File: src/rtl/or3_wake_filter.sv
// or3_wake_filter: synchronizes three async wake requests, debounces their OR
// and holds a sticky wake flag plus source mask until acknowledged.
module or3_wake_filter #(
    parameter int SYNC_STAGES = 2,
    parameter int DEB_CYCLES  = 4
) (
`ifdef USE_POWER_PINS
    inout  wire        VDD,
    inout  wire        VSS,
`endif
    input  logic       CLK,
    input  logic       RST,
    input  logic       A1,
    input  logic       A2,
    input  logic       A3,
    input  logic       EN,
    input  logic       ACK,
    output logic       Z,
    output logic [2:0] SRC
);
    localparam int CW = $clog2(DEB_CYCLES + 1);

    typedef enum logic [1:0] {S_IDLE, S_FILTER, S_ASSERT, S_RELEASE} state_t;

    logic [2:0]    r_sync [SYNC_STAGES];
    state_t        r_state, w_state_nxt;
    logic [CW-1:0] r_cnt, w_cnt_nxt, w_cnt_inc;
    logic          r_z, w_z_nxt, w_any;
    logic [2:0]    r_src, w_src_nxt, w_s;

    always_ff @(posedge CLK) begin
        if (RST) begin
            for (int i = 0; i < SYNC_STAGES; i++) r_sync[i] <= '0;
        end else begin
            r_sync[0] <= {A3, A2, A1};
            for (int i = 1; i < SYNC_STAGES; i++) r_sync[i] <= r_sync[i-1];
        end
    end

    assign w_s       = r_sync[SYNC_STAGES-1];
    assign w_any     = EN & (|w_s);
    assign w_cnt_inc = r_cnt + 1'b1;

    always_ff @(posedge CLK) begin
        if (RST) begin
            r_state <= S_IDLE;
            r_cnt   <= '0;
            r_z     <= 1'b0;
            r_src   <= 3'b000;
        end else begin
            r_state <= w_state_nxt;
            r_cnt   <= w_cnt_nxt;
            r_z     <= w_z_nxt;
            r_src   <= w_src_nxt;
        end
    end

    always_comb begin
        w_state_nxt = r_state;
        w_cnt_nxt   = r_cnt;
        w_z_nxt     = r_z;
        w_src_nxt   = r_src;
        case (r_state)
            S_IDLE: begin
                w_z_nxt   = 1'b0;
                w_src_nxt = 3'b000;
                w_cnt_nxt = '0;
                if (w_any && DEB_CYCLES == 1) begin
                    w_state_nxt = S_ASSERT;
                    w_cnt_nxt   = CW'(DEB_CYCLES);
                    w_z_nxt     = 1'b1;
                    w_src_nxt   = w_s;
                end else if (w_any) begin
                    w_state_nxt = S_FILTER;
                    w_cnt_nxt   = CW'(1);
                end
            end
            S_FILTER: begin
                if (!w_any) begin
                    w_state_nxt = S_IDLE;
                    w_cnt_nxt   = '0;
                end else begin
                    w_cnt_nxt = w_cnt_inc;
                    if (w_cnt_inc == CW'(DEB_CYCLES)) begin
                        w_state_nxt = S_ASSERT;
                        w_z_nxt     = 1'b1;
                        w_src_nxt   = w_s;
                    end
                end
            end
            S_ASSERT: begin
                // ACK beats a same-cycle new source; that source must requalify
                if (ACK) begin
                    w_state_nxt = S_RELEASE;
                    w_cnt_nxt   = '0;
                    w_z_nxt     = 1'b0;
                    w_src_nxt   = 3'b000;
                end else begin
                    w_src_nxt = r_src | w_s;
                end
            end
            S_RELEASE: begin
                // wait for the held level to drop so it cannot retrigger
                w_state_nxt = w_any ? S_RELEASE : S_IDLE;
            end
            default: w_state_nxt = S_IDLE;
        endcase
    end

    assign Z   = r_z;
    assign SRC = r_src;
endmodule

File: config.mk
export PLATFORM = sky130hd
export DESIGN_NAME = or3_wake_filter
export DESIGN_NICKNAME = d
export VERILOG_FILES = /design/src/rtl/or3_wake_filter.sv
export SDC_FILE = /design/constraint.sdc
export NUM_CORES = 1
export LEC_CHECK = 0
export ABC_AREA = 1
export BUFFER_PORTS_ARGS = -buffer_cell sky130_fd_sc_hd__buf_2
export CORE_AREA = 2 2 43 45
export DETAILED_ROUTE_END_ITERATION = 8
export DIE_AREA = 0 0 45 47
export PLACE_DENSITY = 0.73
export SLEW_MARGIN = 15
export SYNTH_ARGS = -nofsm -noshare
export SYNTH_HDL_FRONTEND = slang
export SYNTH_SLANG_ARGS = --single-unit
File: constraint.sdc
create_clock -name CLK -period 1.8 [get_ports CLK]
set_input_delay 0.18 -clock CLK [delete_from_list [all_inputs] [get_ports CLK]]
set_output_delay 0.18 -clock CLK [all_outputs]
set_load 0.02 [all_outputs]
==> summary.txt, run 1 <==
Worst setup path
  • CP Launch Point: r_state[0]
  • Worst-path maximum fanout: 6
  • Arrival time worst endpoint: between 1.5 and 2 ns
  • Crit end category: flip-flop
  • Worst path required time: approximately 2.0 ns
  • Critical path's most frequent cell: inv_2
  • Reg2reg start: r_state[0]
  • Max incr delay on CP: 0.42 ns
  • Critical path's slowest cell: dfxtp_1
  • Worst setup path class: flip-flop to flip-flop
  • CP cell instances: inv_1 > ha_1 > inv_2 > nor2_2 > inv_2 > nand2_2 > inv_2 > nand4_1 > a21oi_1
  • Crit path launch type: flip-flop

Cells and area
  • FF/Latch Area: around 300 um^2
  • Design Area, Final: between 900 and 1000 um^2
  • Commonest non-fill, non-tap cell in the layout: nand2_1
  • Filler Cell Count: 176
  • Core Util, Final: a little under three fifths
  • Area taken by multi-input logic gates: between 400 and 500 um^2
  • Layout cells sized above 1: 25.0%
  • Commonest cells after routing, fill and taps aside: nand2_1 (23), inv_1 (18), dfxtp_1 (15), nor2_1 (15), a21oi_1 (11)
  • Area growth syn-to-layout: 9.43%
  • Final net count: 147
  • N_diodes: 0

Global routing
  • Vias in the first global route: 657
  • Initial antenna violation count: 0
  • First-pass GRT wire length: 2570 um
  • Largest net degree at the start of global routing: 14
  • Total gr overflow: 0
  • All-Layer GR Usage: 17.2%

Synth
  • Post-synth top area share: 34.8%
  • #FFs+latches synth: 15
  • Net count after synthesis: 134
  • Dominant cell type by area after synthesis: dfxtp_1
  • Top post-synthesis cells by area: dfxtp_1 (35%), ha_1 (10%), nand2_1 (10%)
  • Distinct cells, synth: 19
  • Synth Area per Inst: ~7 um^2
  • Sequential-to-total area share from yosys stat: 34.8%
  • Netlist Area Pre-Place: between 800 and 900 um^2
  • Mapped Cells: 120
  • Synth warn: 0

Clocking
  • Root Buffer: clkbuf_4
  • Setup bufs post-CTS: 0
  • CTS Sinks: 15
  • Total CTS buffers: 3
  • H-Tree Depth: 1
  • Clock Tree Buf Depth: 2
  • Hold buffers post-CTS: 0
  • Worst-skew pair later-pin latency: 0.29 ns
  • Clk pin slew, worst setup/hold paths: about 0.090 ns
  • CTS tree: done
  • Post-CTS Resized: 0

Power
  • Power per cell area: about 1100 nW/um^2
  • VDD IR max: between 0.6 and 0.7 mV
  • Pleak: 0.000450 uW

STA
  • Finish-stage setup viols: 0
  • Setup TNS: 0 ns
  • Post-layout min period: 1.44 ns
  • FMAX: 694 MHz
  • RSZ-0062 raised after global routing: false
  • Worst slew pin tran: 0.365 ns
  • Worst clock skew: approximately 0.0035 ns
  • Final worst-path cycle share: 80.0%
  • Slew Viols, Final: 0
  • Relative slew slack: 75.7%
  • Endpoints failing hold: 0

Routing
  • WL met1: between 600 and 700 um
  • Via count: 733
  • DRC viols: 0
  • Met3 wire length: 60 um
  • Antenna Nets Post-Route: 0
  • Initial drt markers: 6
  • Drt pass-1 iters: 2
  • Met2 routed WL: about 740 um
  • Final wirelength: 1520 um
  • DR WL/cell: 10.2 um
  • Avg Vias per Cell: just under 5
  • Top sig layer: met4

Floorplan
  • Site row count: 15
  • Die H: 47 um
  • Initial core utilization: 52.2%
  • Die area: 2120 um^2
  • Core area: approximately 1700 um^2
  • I/O pin cnt: 11
  • Die Wd: roughly 45 um

Placement
  • Placed Instance Area: 916 um^2
  • Post-DP HPWL: roughly 1200 um
  • GP Congestion: about 0.86
  • Port Buffers: 10

Run
  • Max Cap Viol: 0

Min path
  • Hold Path Origin: A1
  • HP Class: primary input to flip-flop

Run status
  • Status: finished clean
[power breakdown]
group	total (uW)	internal [uW]	switching (uW)
combinational	413	147	266
clock	196	82.7	113
sequential	397	367	30.1
[stage by stage]
step                total power, uW  hold WS [ns]  setup slack, ns  std cells
floorplan                       753         0.249            0.532        120
global placement                806         0.378            0.369        145
detailed placement              817         0.390            0.373        145
CTS                            1020        0.0701            0.345        149
global route                   1090        0.0866            0.168        149
finish                         1010        0.0828            0.360        149
[kinds of logic (layout without fill, tap and decap cells)]
family,after synthesis,after routing,share of synthesized area [%]
fa+ha+maj,7,7,10.2
compound gates,16,16,10.9
buf+inv,25,37,12.0
simple gates,57,57,32.1
flops,15,15,34.8
[flip-flops by register name, indices dropped and copies added, names as in the netlist, named ones only]
| signal | flops |
|---|---|
| r_state | 1 |
| Z | 1 |
| r_sync | 6 |
| r_cnt | 3 |
| SRC | 3 |
[synth_stat cells (all sizes together)]
cell,count
dfxtp,15
a21oi,13
nand2,29
a21boi,1
nor2,18
ha,7
buf,1
nand4,2
nand3,8
inv,23
o21ai,2
clkbuf,1
[final cells by class]
cell class	instances	area share [%]
clock buffer	3	2.39
clock inverter	1	0.531
inverter	23	9.15
multi-input combinational	80	48.5
sequential	15	31.8
tap	17	2.25
timing repair buffer	10	5.31
[path summary, 6_finish.rpt]
check / end / slack [ns] / depth (start not counted)
max: r_cnt[1] / 0.36 / 9
min: r_sync[0][0] / 0.08 / 3
max reg2reg: r_cnt[1] / 0.36 / 9
min reg2reg: r_sync[0][5] / 0.40 / 2
[worst max-delay path: cells and delay by family (launching register included)]
| kind | cells | cell delay, ns |
|---|---|---|
| simple gates | 3 | 0.21 |
| flops | 1 | 0.42 |
| fa+ha+maj | 1 | 0.27 |
| buf+inv | 4 | 0.32 |
| compound gates | 1 | 0.14 |
[layer usage]
layer / global-route usage, % / vias to the layer above
met5: 0 / -
met4: 10.6 / 0
met3: 3.46 / 5
met2: 30.6 / 12
met1: 19.0 / 326
li1: - / 390
Power figures use the tool's default switching activity.
==> run 2: changes to the inputs <==
--- a/config.mk
+++ b/config.mk
@@ -5,12 +5,12 @@
 export SDC_FILE = /design/constraint.sdc
 export NUM_CORES = 1
 export LEC_CHECK = 0
-export ABC_AREA = 1
+export ABC_AREA = 0
 export BUFFER_PORTS_ARGS = -buffer_cell sky130_fd_sc_hd__buf_2
-export CORE_AREA = 2 2 43 45
+export CORE_AREA = 2 2 42 44
 export DETAILED_ROUTE_END_ITERATION = 8
-export DIE_AREA = 0 0 45 47
-export PLACE_DENSITY = 0.73
+export DIE_AREA = 0 0 44 46
+export PLACE_DENSITY = 0.68
 export SLEW_MARGIN = 15
 export SYNTH_ARGS = -nofsm -noshare
 export SYNTH_HDL_FRONTEND = slang
==> constraint.sdc (replaced) <==
create_clock -name CLK -period 1.2 [get_ports CLK]
set_input_delay 0.12 -clock CLK [delete_from_list [all_inputs] [get_ports CLK]]
set_output_delay 0.12 -clock CLK [all_outputs]
set_load 0.02 [all_outputs]
==> summary.txt, run 2 <==
STA
  • Final worst-path cycle share: 123% (+43 points)
  • Endpoints failing hold: 0 (unchanged)
  • FMAX: 678 MHz (-2.4%)
  • Setup TNS: -1.96 ns (-1.96 ns)
  • Worst clock skew: 0.00768 ns (+0.00418 ns)
  • Finish-stage setup viols: 9 (+9)
  • Final WS setup: -0.276 ns (-0.636 ns)
  • RSZ-0062 raised after global routing: true
  • Slew Viols, Final: 0 (unchanged)
  • Post-layout min period: 1.48 ns (+0.0355 ns)
  • Worst slew pin tran: 0.345 ns (-0.0194 ns)
  • Relative slew slack: 76.8% (+1.1 points)

Synth
  • Top_reg_cell synth: dfxtp_1
  • Most frequent cell after synthesis: dfxtp_1
  • Mapped Cells: 72 (-40%)
  • Top post-synthesis cells by area: dfxtp_1 (43%), ha_1 (12%), nor2b_1 (6.2%)
  • Post-synth EDFFs: 0 (unchanged)
  • Synth warn: 0 (unchanged)
  • Post-synth top area share: 42.6% (+7.7 points)
  • Dominant cell type by area after synthesis: dfxtp_1
  • #FFs+latches synth: 15 (unchanged)
  • Asr flop ratio synth: 0% (unchanged)
  • Net count after synthesis: 86 (-36%)
  • Sequential-to-total area share from yosys stat: 42.6% (+7.7 points)
  • Netlist Area Pre-Place: 706 um^2 (-18%)
  • Synth Area per Inst: 9.80 um^2 (+36%)
  • Distinct cells, synth: 28 (+9)
  • Commonest cells in the netlist: dfxtp_1 (15), ha_1 (7), nor2b_1 (7)

Routing
  • Via count: 672 (-8.3%)
  • Initial drt markers: 10 (+4)
  • Antenna Nets Post-Route: 0 (unchanged)
  • DRC viols: 0 (unchanged)
  • Final wirelength: 1820 um (+20%)
  • Drt pass-1 iters: 4 (+2)
  • Avg Vias per Cell: 5.46 (+11%)
  • DR WL/cell: 14.8 um (+45%)

Global routing
  • All-Layer GR Usage: 19.4% (+2.2 points)
  • Total gr overflow: 0 (unchanged)
  • Vias in the first global route: 618 (-5.9%)
  • Largest net degree at the start of global routing: 11 (-3)
  • First-pass GRT wire length: 2730 um (+5.9%)
  • Initial antenna violation count: 0 (unchanged)

Worst setup path
  • Critical path's slowest cell: dfxtp_4
  • Max incr delay on CP: 0.38 ns (-0.04 ns)
  • Setup crit end: SRC[2]
  • Worst-path maximum fanout: 5 (-1)
  • Cells on worst reg2reg path: 6 (-3)
  • Reg2reg end: SRC[2]
  • Reg2reg start: r_state[0]
  • Worst path required time: 1.39 ns (-0.63 ns)
  • Crit end category: flip-flop
  • CP Launch Point: r_state[0]
  • Arrival time worst endpoint: 1.66 ns (about the same)
  • Worst setup path class: flip-flop to flip-flop
  • Crit path launch type: flip-flop
  • Flop2flop setup slack: -0.28 ns (-0.64 ns)
  • CP cell instances: inv_4 > ha_4 > nor2b_4 > and3_4 > o2111a_2 > a22o_1

Min path
  • HP Class: primary input to flip-flop
  • Hold Path Cell Cnt: 2 (-1)

Floorplan
  • Die H: 46 um (-2.1%)
  • Site row count: 15 (unchanged)
  • Die area: 2020 um^2 (-4.3%)
  • Initial core utilization: 43.7% (-8.5 points)
  • I/O pin cnt: 11 (unchanged)
  • Core area: 1610 um^2 (-2.3%)
  • Die Wd: 44 um (-2.2%)

Clocking
  • Clk pin slew, worst setup/hold paths: 0.10 ns (about the same)
  • CTS tree: done
  • CTS Sinks: 15 (unchanged)
  • Clock Tree Buf Depth: 2 (unchanged)
  • Total CTS buffers: 3 (unchanged)
  • Hold buffers post-CTS: 0 (unchanged)
  • Worst-skew pair later-pin latency: 0.29 ns (about the same)
  • H-Tree Depth: 1 (unchanged)
  • Root Buffer: clkbuf_4

Placement
  • Port Buffers: 10 (unchanged)
  • Dpl ws: -0.303 ns (-0.676 ns)
  • Post-DP HPWL: 1180 um (-1.1%)
  • Placed Instance Area: 955 um^2 (+4.2%)
  • GP Congestion: 0.804 (-7.0%)

Cells and area
  • N_diodes: 0 (unchanged)
  • Max FFs per register: 6 (unchanged)
  • Largest Register: r_sync
  • FF/Latch Area: 313 um^2 (+4.2%)
  • Final net count: 121 (-18%)
  • Filler Cell Count: 127 (-28%)
  • Commonest non-fill, non-tap cell in the layout: buf_4
  • Commonest cells after routing, fill and taps aside: buf_4 (20), dfxtp_1 (11), buf_2 (10), nor2b_1 (6), ha_4 (4)
  • Core Util, Final: 68.1% (+11 points)
  • Area growth syn-to-layout: 55.7%
  • Area taken by multi-input logic gates: 488 um^2 (+6.6%)
  • Layout cells sized above 1: 55.7% (+31 points)
  • Design Area, Final: 1100 um^2 (+16%)

Power
  • Power per cell area: 1110 nW/um^2 (+3.8%)
  • Power Total: 1220 uW (+21%)
  • Pleak: 0.000471 uW (+4.7%)
  • VDD IR max: 0.565 mV (-8.6%)

Run status
  • Failing checks: setup timing
  • Status: finished with violations

Run
  • Max Cap Viol: 0 (unchanged)
==> run 2: cell types whose count changed in the layout (fill, tap and decap cells not counted), sizes merged, moves of 2 or more <==
cell,delta
a22o,+3
nor2b,+7
inv,-18
nand2,-25
nand4,-2
a21oi,-11
nor4,+2
and3,+2
nor2,-15
a31oi,+5
nand3,-6
buf,+22
==> run 2: power breakdown <==
group / internal, uW / switching [uW] / total (uW)
logic: 208 / 168 / 377
clock network: 124 / 179 / 303
registers: 519 / 16.9 / 536
total: 851 / 365 / 1220
==> run 2: worst min-delay path by stage <==
stage | end | from
global route | flip-flop | RST
floorplan | r_sync[0][0] | RST
CTS | flip-flop | RST
detailed placement | r_sync[0][1] | A2
global placement | r_sync[0][0] | A1
finish | r_sync[0][1] | A2
==> run 2: repair_timing <==
item	4_1_cts	5_1_grt
pin swaps	6	3
endpoints found under the setup margin	9	9
buffers inserted	2	4
gates resized for setup	3	10
==> run 2: cell families after synthesis <==
group	after synthesis	share of synthesized area (%)
adders and majority gates	7	12.4
AOI/OAI and AO/OA	18	19.5
DFF	15	42.6
and+or+nand+nor	24	19.5
xor gates and xnor gates	1	1.24
buffers and inverters	7	4.79
==> run 2: final cells by class <==
class | count | area share (%)
clock inverter | 1 | 0.456
tap | 17 | 1.94
multi-input combinational | 50 | 44.4
timing repair buffer | 32 | 20.3
sequential | 15 | 28.5
inverter | 5 | 2.39
clock buffer | 3 | 2.05
==> run 2: metal layers <==
layer	track usage [%]	wire length, um
met5	0	0
met4	13.3	40
met3	5.95	75
met2	32.1	973
met1	21.3	734
==> run 2: critical path: cells and delay by family (launching register included) <==
family                     cells  cell delay, ns
DFF                            1            0.38
and+or+nand+nor                2            0.30
AOI/OAI and AO/OA              2            0.48
buffers and inverters          1            0.05
adders and majority gates      1            0.15
==> run 2: per-stage QoR <==
step,instances,hold slack [ns]
final,123,0.0336
after global routing,123,0.0218
after CTS,119,0.0187
after detailed placement,113,0.335
after global placement,113,0.329
after floorplan,72,0.192
==> run 3: changes to the inputs <==
--- a/config.mk
+++ b/config.mk
@@ -10,6 +10,7 @@
 export CORE_AREA = 2 2 42 44
 export DETAILED_ROUTE_END_ITERATION = 8
 export DIE_AREA = 0 0 44 46
+export HOLD_SLACK_MARGIN = 0.12
 export PLACE_DENSITY = 0.68
 export SLEW_MARGIN = 15
 export SYNTH_ARGS = -nofsm -noshare
==> summary.txt, run 3 (same netlist as run 2, synthesis figures left out) <==
Global routing
  • First-pass GRT wire length: 2840 um (+4.3%)
  • GRT met1 Usage: 22.1% (+0.72 points)
  • Met3 GRT Util: 6.35% (+0.40 points)
  • Largest net degree at the start of global routing: 11 (unchanged)
  • Routing usage on met2: 33.2% (+1.2 points)
  • Initial antenna violation count: 0 (unchanged)
  • Grt peak-use layer: met2
  • Total gr overflow: 0 (unchanged)
  • Vias in the first global route: 644 (+4.2%)
  • All-Layer GR Usage: 20.3% (+0.83 points)

Routing
  • Avg Vias per Cell: 5.68 (+3.9%)
  • Antenna Nets Post-Route: 0 (unchanged)
  • Via count: 721 (+7.3%)
  • DR WL/cell: 16.2 um (+9.1%)
  • Drt pass-1 iters: 4 (unchanged)
  • Final wirelength: 2050 um (+13%)
  • Initial drt markers: 19 (+9)
  • DRC viols: 0 (unchanged)

Cells and area
  • Final net count: 125 (+3.3%)
  • Max FFs per register: 6 (unchanged)
  • Filler Cell Count: 116 (-8.7%)
  • FF/Latch Area: 313 um^2 (unchanged)
  • Layout cells sized above 1: 53.6% (-2.0 points)
  • Commonest cells after routing, fill and taps aside: buf_4 (19), dfxtp_1 (11), buf_2 (10), nor2b_1 (6)
  • N_diodes: 0 (unchanged)
  • Area taken by multi-input logic gates: 488 um^2 (unchanged)
  • Largest Register: r_sync
  • Area growth syn-to-layout: 61.9%
  • Commonest non-fill, non-tap cell in the layout: buf_4

Run status
  • Failing checks: setup timing
  • Status: finished with violations

Placement
  • Post-DP HPWL: 1180 um (unchanged)
  • Dpl ws: -0.303 ns (unchanged)
  • GP Congestion: 0.804 (unchanged)
  • Port Buffers: 10 (unchanged)

Worst setup path
  • Crit end category: flip-flop
  • CP cell instances: inv_4 > ha_4 > buf_4 > a2bb2oi_1 > a31oi_2 > a22o_1
  • Reg2reg end: SRC[2]
  • Worst path bufs/invs: 2 (+1)
  • Arrival time worst endpoint: 1.70 ns (+0.04 ns)
  • Stages on worst setup path: 6 (unchanged)
  • Kind of cell adding the most delay to the critical path: compound AO/OA/AOI/OAI gates
  • Worst setup path class: flip-flop to flip-flop
  • Cells on worst reg2reg path: 6 (unchanged)
  • Setup crit end: SRC[2]
  • Worst path required time: 1.39 ns (about the same)
  • Worst-path maximum fanout: 3 (-2)
  • Flop2flop setup slack: -0.31 ns (-0.04 ns)
  • Max incr delay on CP: 0.40 ns (+0.02 ns)
  • Critical path's slowest cell: dfxtp_4
  • Crit path launch type: flip-flop

Clocking
  • Root Buffer: clkbuf_4
  • CTS tree: done
  • CTS Sinks: 15 (unchanged)
  • Total CTS buffers: 3 (unchanged)
  • H-Tree Depth: 1 (unchanged)
  • Worst-skew pair later-pin latency: 0.30 ns (about the same)
  • Clock Tree Buf Depth: 2 (unchanged)
  • Clk pin slew, worst setup/hold paths: 0.10 ns (about the same)

Floorplan
  • Die area: 2020 um^2 (unchanged)
  • Initial core utilization: 43.7% (unchanged)
  • Die H: 46 um (unchanged)
  • I/O pin cnt: 11 (unchanged)
  • Site row count: 15 (unchanged)
  • Core area: 1610 um^2 (unchanged)
  • Die Wd: 44 um (unchanged)

Power
  • Power per cell area: 1090 nW/um^2 (-1.3%)
  • Power Total: 1250 uW (+2.6%)
  • VDD IR max: 0.587 mV (+3.8%)
  • Pleak: 0.000490 uW (+3.9%)

Min path
  • Hold Path Origin: EN
  • HP Class: primary input to flip-flop

STA
  • FMAX: 661 MHz (-2.5%)
  • RSZ-0062 raised after global routing: true
  • Hold WS: 0.378 ns (+0.345 ns)
  • Final worst-path cycle share: 126% (+3.1 points)
  • Worst clock skew: 0.00905 ns (+0.00137 ns)
  • Relative slew slack: 77.4% (+0.61 points)
  • Slew Viols, Final: 0 (unchanged)
  • Finish-stage setup viols: 9 (unchanged)
  • Worst slew pin tran: 0.336 ns (-0.00899 ns)
  • Post-layout min period: 1.51 ns (+0.0374 ns)
  • Final WS setup: -0.313 ns (-0.0374 ns)
  • Endpoints failing hold: 0 (unchanged)

Run
  • Max Cap Viol: 0 (unchanged)
==> run 3: how the worst min path moves through the flow <==
stage | end | slack [ns] | depth (start not counted)
6_report | r_cnt[0] | 0.38 | 5
3_5_place_dp | r_sync[0][1] | 0.34 | 2
5_1_grt | r_cnt[0] | 0.39 | 5
2_1_floorplan | r_sync[0][0] | 0.19 | 1
3_3_place_gp | r_sync[0][0] | 0.33 | 2
4_1_cts | flip-flop | 0.33 | 4
==> run 3: power breakdown <==
group	switching (uW)	total, uW	internal [uW]
registers	17.9	537	519
logic	179	401	222
clock network	185	310	124
==> run 3: cell type report <==
cell class,instances,area share [%]
tap,17,1.86
inverter,5,2.30
clock buffer,3,1.97
multi-input combinational,50,42.7
clock inverter,1,0.438
timing repair buffer,36,23.3
sequential,15,27.4
==> run 3: worst register-to-register path, delay by kind of cell, from the launching register on <==
kind / cells / cell delay (ns)
AO/OA/AOI/OAI: 3 / 0.59
buffers and inverters: 2 / 0.19
flip-flops: 1 / 0.40
adder cells (fa/ha/maj): 1 / 0.22
==> run 3: layer usage <==
metal | part of all wire, % | up-vias
met4 | 3.2 | 0
met5 | 0 | -
met2 | 52 | 25
met1 | 41 | 349
li1 | - | 338
met3 | 4.2 | 9
==> run 3: stage by stage <==
step	util, %	TNS, ns	instance area (um^2)	std cells
after floorplan	-	-0.991	778	72
after global placement	59.1	-1.40	955	113
after detailed placement	59.1	-1.59	955	113
after CTS	64.9	-1.74	1050	123
after global routing	70.8	-2.55	1140	127
final	70.8	-2.13	1140	127
==> run 3: what timing repair did <==
action	CTS	global route
hold buffers	4	0
setup buffers	2	4
pin swaps	6	3
resized for setup	3	11
setup endpoints to repair	9	9
endpoints found under the hold margin	4	0
